`src/rtl/seq_pkg.sv`:
```
// Shared types and constants for the sequence player.
package seq_pkg;

  localparam int DATA_W        = 8;
  localparam int MAX_CHECK_LAT = 4;

  typedef enum logic [1:0] {IDLE, RUN, DRAIN, DONE} state_e;

  typedef struct packed {
    logic [DATA_W-1:0] u;
    logic [DATA_W-1:0] c_exp;
    logic              chk;
  } entry_t;

endpackage

```
`src/rtl/seq_mem.sv`:
```
// Program store: one synchronous write port, one combinational read port.
// Contents are deliberately not reset so a program survives a reset.
module seq_mem #(
  parameter int DEPTH = 32,
  parameter int DW    = 17
) (
  input  logic                     clk,
  input  logic                     we,
  input  logic [$clog2(DEPTH)-1:0] waddr,
  input  logic [DW-1:0]            wdat,
  input  logic [$clog2(DEPTH)-1:0] raddr,
  output logic [DW-1:0]            rdat
);

  logic [DW-1:0] mem_q [DEPTH];

  always_ff @(posedge clk) begin
    if (we) mem_q[waddr] <= wdat;
  end

  assign rdat = mem_q[raddr];

endmodule

```
`src/rtl/u_sequence_player.sv`:
```
// Replays a stored U program into a state machine, one word per clock, and
// checks the machine's C output CHECK_LAT edges later, latching the first mismatch.
module u_sequence_player
  import seq_pkg::*;
#(
  parameter int DEPTH     = 32,
  parameter int W         = 8,
  parameter int CHECK_LAT = 1
) (
  input  logic                       clk,
  input  logic                       rst,
  input  logic                       wr_en,
  input  logic [$clog2(DEPTH)-1:0]   wr_addr,
  input  logic [W-1:0]               wr_u,
  input  logic [W-1:0]               wr_c_exp,
  input  logic                       wr_chk,
  input  logic [$clog2(DEPTH+1)-1:0] len,
  input  logic                       start,
  input  logic                       abort,
  input  logic [W-1:0]               C,
  output logic [W-1:0]               U,
  output logic                       busy,
  output logic                       done,
  output logic                       err,
  output logic [$clog2(DEPTH)-1:0]   err_step
);

  localparam int AW  = $clog2(DEPTH);
  localparam int LW  = $clog2(DEPTH+1);
  localparam int EW  = 2*W + 1;
  localparam int LAT = (CHECK_LAT < 1) ? 1 :
                       (CHECK_LAT > MAX_CHECK_LAT) ? MAX_CHECK_LAT : CHECK_LAT;

  state_e          state_q, state_d;
  logic [LW-1:0]   step_q, step_d;
  logic [LW-1:0]   n_q, n_d;
  logic [1:0]      drain_q, drain_d;
  logic [W-1:0]    u_q, u_d;
  logic            busy_q, busy_d;
  logic            done_q, done_d;
  logic            err_q, err_d;
  logic [AW-1:0]   err_step_q, err_step_d;

  logic [LAT-1:0]         pv_q, pv_d;
  logic [LAT-1:0][W-1:0]  pc_q, pc_d;
  logic [LAT-1:0]         pk_q, pk_d;
  logic [LAT-1:0][AW-1:0] ps_q, ps_d;

  logic [AW-1:0] rd_addr;
  logic [EW-1:0] rd_dat;
  logic [EW-1:0] start_ent;
  logic [EW-1:0] push_ent;
  logic [AW-1:0] push_step;
  logic          push;
  logic          flush;
  logic          mismatch;
  logic          mem_we;

  assign mem_we  = wr_en & ~busy_q;
  assign rd_addr = (state_q == RUN) ? step_q[AW-1:0] : '0;

  seq_mem #(.DEPTH(DEPTH), .DW(EW)) u_mem (
    .clk   (clk),
    .we    (mem_we),
    .waddr (wr_addr),
    .wdat  ({wr_u, wr_c_exp, wr_chk}),
    .raddr (rd_addr),
    .rdat  (rd_dat)
  );

  // A write to entry 0 on the start edge must be seen by the first step.
  assign start_ent = (mem_we && wr_addr == '0) ? {wr_u, wr_c_exp, wr_chk} : rd_dat;

  assign mismatch = pv_q[LAT-1] & pk_q[LAT-1] & (C != pc_q[LAT-1]);

  always_comb begin
    state_d    = state_q;
    step_d     = step_q;
    n_d        = n_q;
    drain_d    = drain_q;
    u_d        = u_q;
    busy_d     = busy_q;
    done_d     = done_q;
    err_d      = err_q;
    err_step_d = err_step_q;
    push       = 1'b0;
    push_ent   = rd_dat;
    push_step  = step_q[AW-1:0];
    flush      = 1'b0;

    if (mismatch && !err_q) begin
      err_d      = 1'b1;
      err_step_d = ps_q[LAT-1];
    end

    case (state_q)
      IDLE, DONE: begin
        if (start) begin
          if (len == '0) begin
            done_d  = 1'b1;
            err_d   = 1'b0;
            state_d = DONE;
          end else begin
            n_d        = (len > LW'(DEPTH)) ? LW'(DEPTH) : len;
            u_d        = start_ent[EW-1 -: W];
            push       = 1'b1;
            push_ent   = start_ent;
            push_step  = '0;
            step_d     = LW'(1);
            busy_d     = 1'b1;
            done_d     = 1'b0;
            err_d      = 1'b0;
            err_step_d = '0;
            state_d    = RUN;
          end
        end
      end
      RUN: begin
        if (step_q == n_q) begin
          drain_d = '0;
          state_d = DRAIN;
        end else begin
          u_d    = rd_dat[EW-1 -: W];
          push   = 1'b1;
          step_d = step_q + 1'b1;
        end
      end
      DRAIN: begin
        if (drain_q == 2'(LAT-1)) begin
          busy_d  = 1'b0;
          done_d  = 1'b1;
          state_d = DONE;
        end else begin
          drain_d = drain_q + 1'b1;
        end
      end
      default: state_d = IDLE;
    endcase

    // Abort discards in-flight compares, so the flags freeze as they stood.
    if (abort && (state_q == RUN || state_q == DRAIN)) begin
      state_d    = IDLE;
      busy_d     = 1'b0;
      done_d     = 1'b0;
      u_d        = u_q;
      err_d      = err_q;
      err_step_d = err_step_q;
      push       = 1'b0;
      flush      = 1'b1;
    end

    pv_d[0] = push;
    pc_d[0] = push_ent[W:1];
    pk_d[0] = push_ent[0];
    ps_d[0] = push_step;
    for (int i = 1; i < LAT; i++) begin
      pv_d[i] = pv_q[i-1];
      pc_d[i] = pc_q[i-1];
      pk_d[i] = pk_q[i-1];
      ps_d[i] = ps_q[i-1];
    end
    if (flush) pv_d = '0;
  end

  always_ff @(posedge clk or posedge rst) begin
    if (rst) begin
      state_q    <= IDLE;
      step_q     <= '0;
      n_q        <= '0;
      drain_q    <= '0;
      u_q        <= '0;
      busy_q     <= 1'b0;
      done_q     <= 1'b0;
      err_q      <= 1'b0;
      err_step_q <= '0;
      pv_q       <= '0;
      pc_q       <= '0;
      pk_q       <= '0;
      ps_q       <= '0;
    end else begin
      state_q    <= state_d;
      step_q     <= step_d;
      n_q        <= n_d;
      drain_q    <= drain_d;
      u_q        <= u_d;
      busy_q     <= busy_d;
      done_q     <= done_d;
      err_q      <= err_d;
      err_step_q <= err_step_d;
      pv_q       <= pv_d;
      pc_q       <= pc_d;
      pk_q       <= pk_d;
      ps_q       <= ps_d;
    end
  end

  assign U        = u_q;
  assign busy     = busy_q;
  assign done     = done_q;
  assign err      = err_q;
  assign err_step = err_step_q;

endmodule

```
`config.mk`:
```
export PLATFORM = sky130hd
export DESIGN_NAME = u_sequence_player
export DESIGN_NICKNAME = d
export VERILOG_FILES = /design/src/rtl/seq_pkg.sv /design/src/rtl/seq_mem.sv /design/src/rtl/u_sequence_player.sv
export SDC_FILE = /design/constraint.sdc
export NUM_CORES = 1
export LEC_CHECK = 0
export CAP_MARGIN = 15
export CORE_MARGIN = 2
export CORE_UTILIZATION = 35
export CTS_CLUSTER_SIZE = 14
export DETAILED_ROUTE_END_ITERATION = 8
export DONT_BUFFER_PORTS = 1
export PLACE_DENSITY_LB_ADDON = 0.3
export SLEW_MARGIN = 20
export SYNTH_ARGS = -nofsm -noshare
export SYNTH_HDL_FRONTEND = slang
export SYNTH_SLANG_ARGS = --single-unit
export TNS_END_PERCENT = 30
```
`constraint.sdc`:
```
create_clock -name clk -period 3.4 [get_ports clk]
set_input_delay 0.68 -clock clk [delete_from_list [all_inputs] [get_ports clk]]
set_output_delay 0.68 -clock clk [all_outputs]
set_load 0.005 [all_outputs]
```
==> impl_metrics.csv <==
group,metric,value,unit
drt,vias,12102,
timing,rsz0062_at_grt,"false",
synth,syn-num-nets,1328,
floorplanning,row_count,94,
worst_setup_path,r2r_slack,400,ps
synth,ys_types,54,
place,gp_congestion,0.822,
pwr,powerDensity,683,mW/mm2
synth,ys_ff_latch,591,
synth,netlist_area,0.0233,mm2
synth,synth_seq_area_share,75.1,%
drt,first_pass_iters,5,
synth,synth_top_area_share,70.0,%
clock_network,clk_latency,610,ps
synth,synth-edff-count,544,
pwr,pwr-share-seq,46.8,%
worst_setup_path,r2r_cells,8,
drt,drc,0,
clock_network,clock_sinks,591,
worst_setup_path,worstSetupEndpointType,"register",
clock_network,ctsResizeCount,0,
place,io_buffer_count,0,
floorplanning,fp.dieH,262,um
clock_network,cts_tree,"built",
finish,seq_area,0.0175,mm2
clock_network,clkTransAtPathRegs,60,ps
global_routing,grt_pass1_vias,12663,
worst_setup_path,required,3900,ps
run,drv_cap,0,
drt,vias_per_cell,5.37,
synth,synth_top_area_cell,"edfxtp_1",
global_routing,grt_max_degree,51,
drt,drt-initial-drc-count,1241,
pwr,leakagePower,8.52,nW
finish,multiInputGateArea,0.00548,mm2
pwr,switching_share,26.9,%
timing,min_period_over_period,88.3,%
timing,layout_min_cycle_time,3000,ps
worst_setup_path,worst-setup-path-type,"reg -> reg",
global_routing,antenna_found_initial,0,
synth,syn-instance-count,1282,
timing,setup_viol,0,
clock_network,cts.htree.levels,2,
clock_network,cts_setup_buffers,0,
drt,wl_per_cell,25.3,um
timing,holdWs,12.4,ps
global_routing,grt_pass1_wl,84.2,mm
finish,fin_area,0.0265,mm2
timing,fmax,333,MHz
floorplanning,ios,57,
pwr,p_sw,0.00487,W
synth,synth_flop_cell,"edfxtp_1",
timing,fin_setup_tns,0,ps
worst_setup_path,arrival,3510,ps
clock_network,clockRootBuffer,"clkbuf_16",
synth,syn_area_per_cell,18.2,um2
clock_network,clockBufferDepth,3,
timing,slew_viol_final,0,
floorplanning,initial_core_util,35.4,%
finish,post-route-util,40.2,%
timing,hold_viol,0,
pwr,p_int,0.0132,W
finish,area_growth,13.6,%
place,place_area,0.0248,mm2
clock_network,hold_buffers,0,
floorplanning,die_w,262,um
floorplanning,core-area,0.0659,mm2
clock_network,cts_made_buffers,56,
worst_setup_path,startpoint_type,"register",
timing,maxSlewHeadroom,42.9,%
pwr,p_clk_share,33.2,%
pwr,ir_drop,483,uV
global_routing,grt_overflow_total,0,
place,hpwlAfterDp,34.6,mm
worst_hold_path,hp-class,"in -> async",
pwr,combPwrFrac,20.0,%
global_routing,grtUsageTotal,16.8,%
finish,drive_gt1_share,20.6,%
finish,nets,1392,
floorplanning,dieArea,0.0687,mm2
timing,finClkSkew,13.6,ps
synth,yosys_warnings,0,
timing,worst_pin_slew,854,ps
synth,ys_async_sr_fraction,7.95,%
synth,synth_area_leaders,"edfxtp_1 (70%), mux4_2 (8.4%), dfrtp_1 (5.0%), mux2i_1 (2.6%), nor2_1 (1.4%)",
worst_setup_path,cp_max_fo,36,
finish,nFillCells,5891,
drt,routed_wl,57.1,mm
outcome,status,"completed",
drt,postRouteAntennaNets,0,
## cells by family (layout without fill, tap and decap cells)
logic type | after synthesis | after routing | synth area share, %
muxes | 172 | 172 | 12.2
buffers and inverters | 79 | 186 | 1.71
AOI/OAI and AO/OA | 166 | 166 | 4.89
other | 0 | 1 | 0
xor gates and xnor gates | 15 | 15 | 0.563
adders and majority gates | 5 | 5 | 0.268
DFF | 591 | 591 | 75.1
and+or+nand+nor | 254 | 254 | 5.33
## power by group through the flow
stage,Clock [W],Combinational (W),Sequential [W]
after global placement,0,0.00362,0.00861
after global routing,0.00642,0.00398,0.00849
after CTS,0.00615,0.00367,0.00847
after floorplan,0,0.00271,0.00848
final,0.00602,0.00363,0.00847
after detailed placement,0,0.00366,0.00861
## flip-flops by register name (all words and copies together) (netlist names)
signal,cells
u_mem.mem_q,544
U,8
pc_q,8
n_q,6
step_q,6
err_step,5
ps_q,5
drain_q,2
state_q,2
busy,1
done,1
err,1
pk_q,1
pv_q,1
## cell type report
cell class	instances	area share, %
clock inverters	28	0.953
inverters	12	0.170
flip-flops and latches	591	66.1
clock buffers	73	5.60
multi-input cells	612	20.7
repair buffers	73	2.44
well taps	864	4.08
diodes	1	0.00944
## critical path, stage by stage (launching register included)
cell	delay (ps)
dfrtp_1	390
inv_1	110
ha_1	380
and2_4	570
buf_12	320
mux4_2	360
a22oi_1	230
nand3_1	220
a22o_1	260
## routing by layer
metal	vias to the layer above	share of wire (%)	global-route usage, %
met5	-	0	0
met4	0	2.1	4.52
met3	81	6.6	3.56
met2	343	47	26.9
met1	6381	44	23.3
li1	5297	-	-
## per-stage QoR
| stage | std cells | power [W] | worst slack (ps) |
|---|---|---|---|
| 2_1_floorplan | 1282 | 0.0112 | 608 |
| 3_3_place_gp | 2152 | 0.0122 | 466 |
| 3_5_place_dp | 2152 | 0.0123 | 417 |
| 4_1_cts | 2253 | 0.0183 | 397 |
| 5_1_grt | 2253 | 0.0189 | 216 |
| 6_report | 2254 | 0.0181 | 396 |
## path summary, 6_finish.rpt
kind,startpoint,to
worst max register to register,state_q[1],pc_q[0]
worst min-delay path,rst,n_q[3]
max in group asynchronous,rst,pc_q[5]
worst max-delay path,state_q[1],pc_q[0]
worst min register to register,ps_q[4],err_step[4]
min in group clk,wr_c_exp[5],u_mem.mem_q[15][6]
## cells in the mapped netlist, drive strengths merged, types with 3 or more instances
master  instances
edfxtp        544
mux4           87
nor2           86
nand2          69
mux2i          61
dfrtp          47
buf            46
o21ai          31
o22ai          25
mux2           24
a21oi          22
clkbuf         21
nand3          18
nor4           18
a22o           15
o32ai          15
xnor2          15
inv            12
a211oi         10
a22oi           9
a31oi           9
a32o            9
and2            9
o31ai           8
or4b            8
nor3            7
or3             7
ha              5
nand2b          5
nor2b           5
nand3b          4
and3            3
nand4           3
## cells in the final DEF (no fill, tap or decap), types with 5 or more instances in the layout
cell       netlist  final
buf_12           0      8
edfxtp_1       544    544
nor2b_1          5      5
a21oi_1         22     22
o21ai_0         31     31
clkinv_2         0      7
o32ai_1         15     14
clkinv_1         0     11
mux2i_1         61     61
dfrtp_1         47     47
buf_4           13     65
nand2_1         68     68
a31oi_1          9      9
a22oi_1          9      9
ha_1             5      5
nor2_2           0     17
or3_1            7      7
and2_1           9      7
a32o_1           9      9
nor2_1          86     69
mux2_2          24     24
nand2b_1         5      5
clkbuf_16        0     56
a22o_1          15     15
o31ai_1          8      8
a211oi_1        10     10
nor4_1          18     18
mux4_2          87     87
nor3_1           6      6
nand3_1         18     18
or4b_1           8      8
xnor2_1         15     15
inv_1           12     11
clkbuf_1        21     15
o22ai_1         25     25
(Power assumes the default switching activity.)
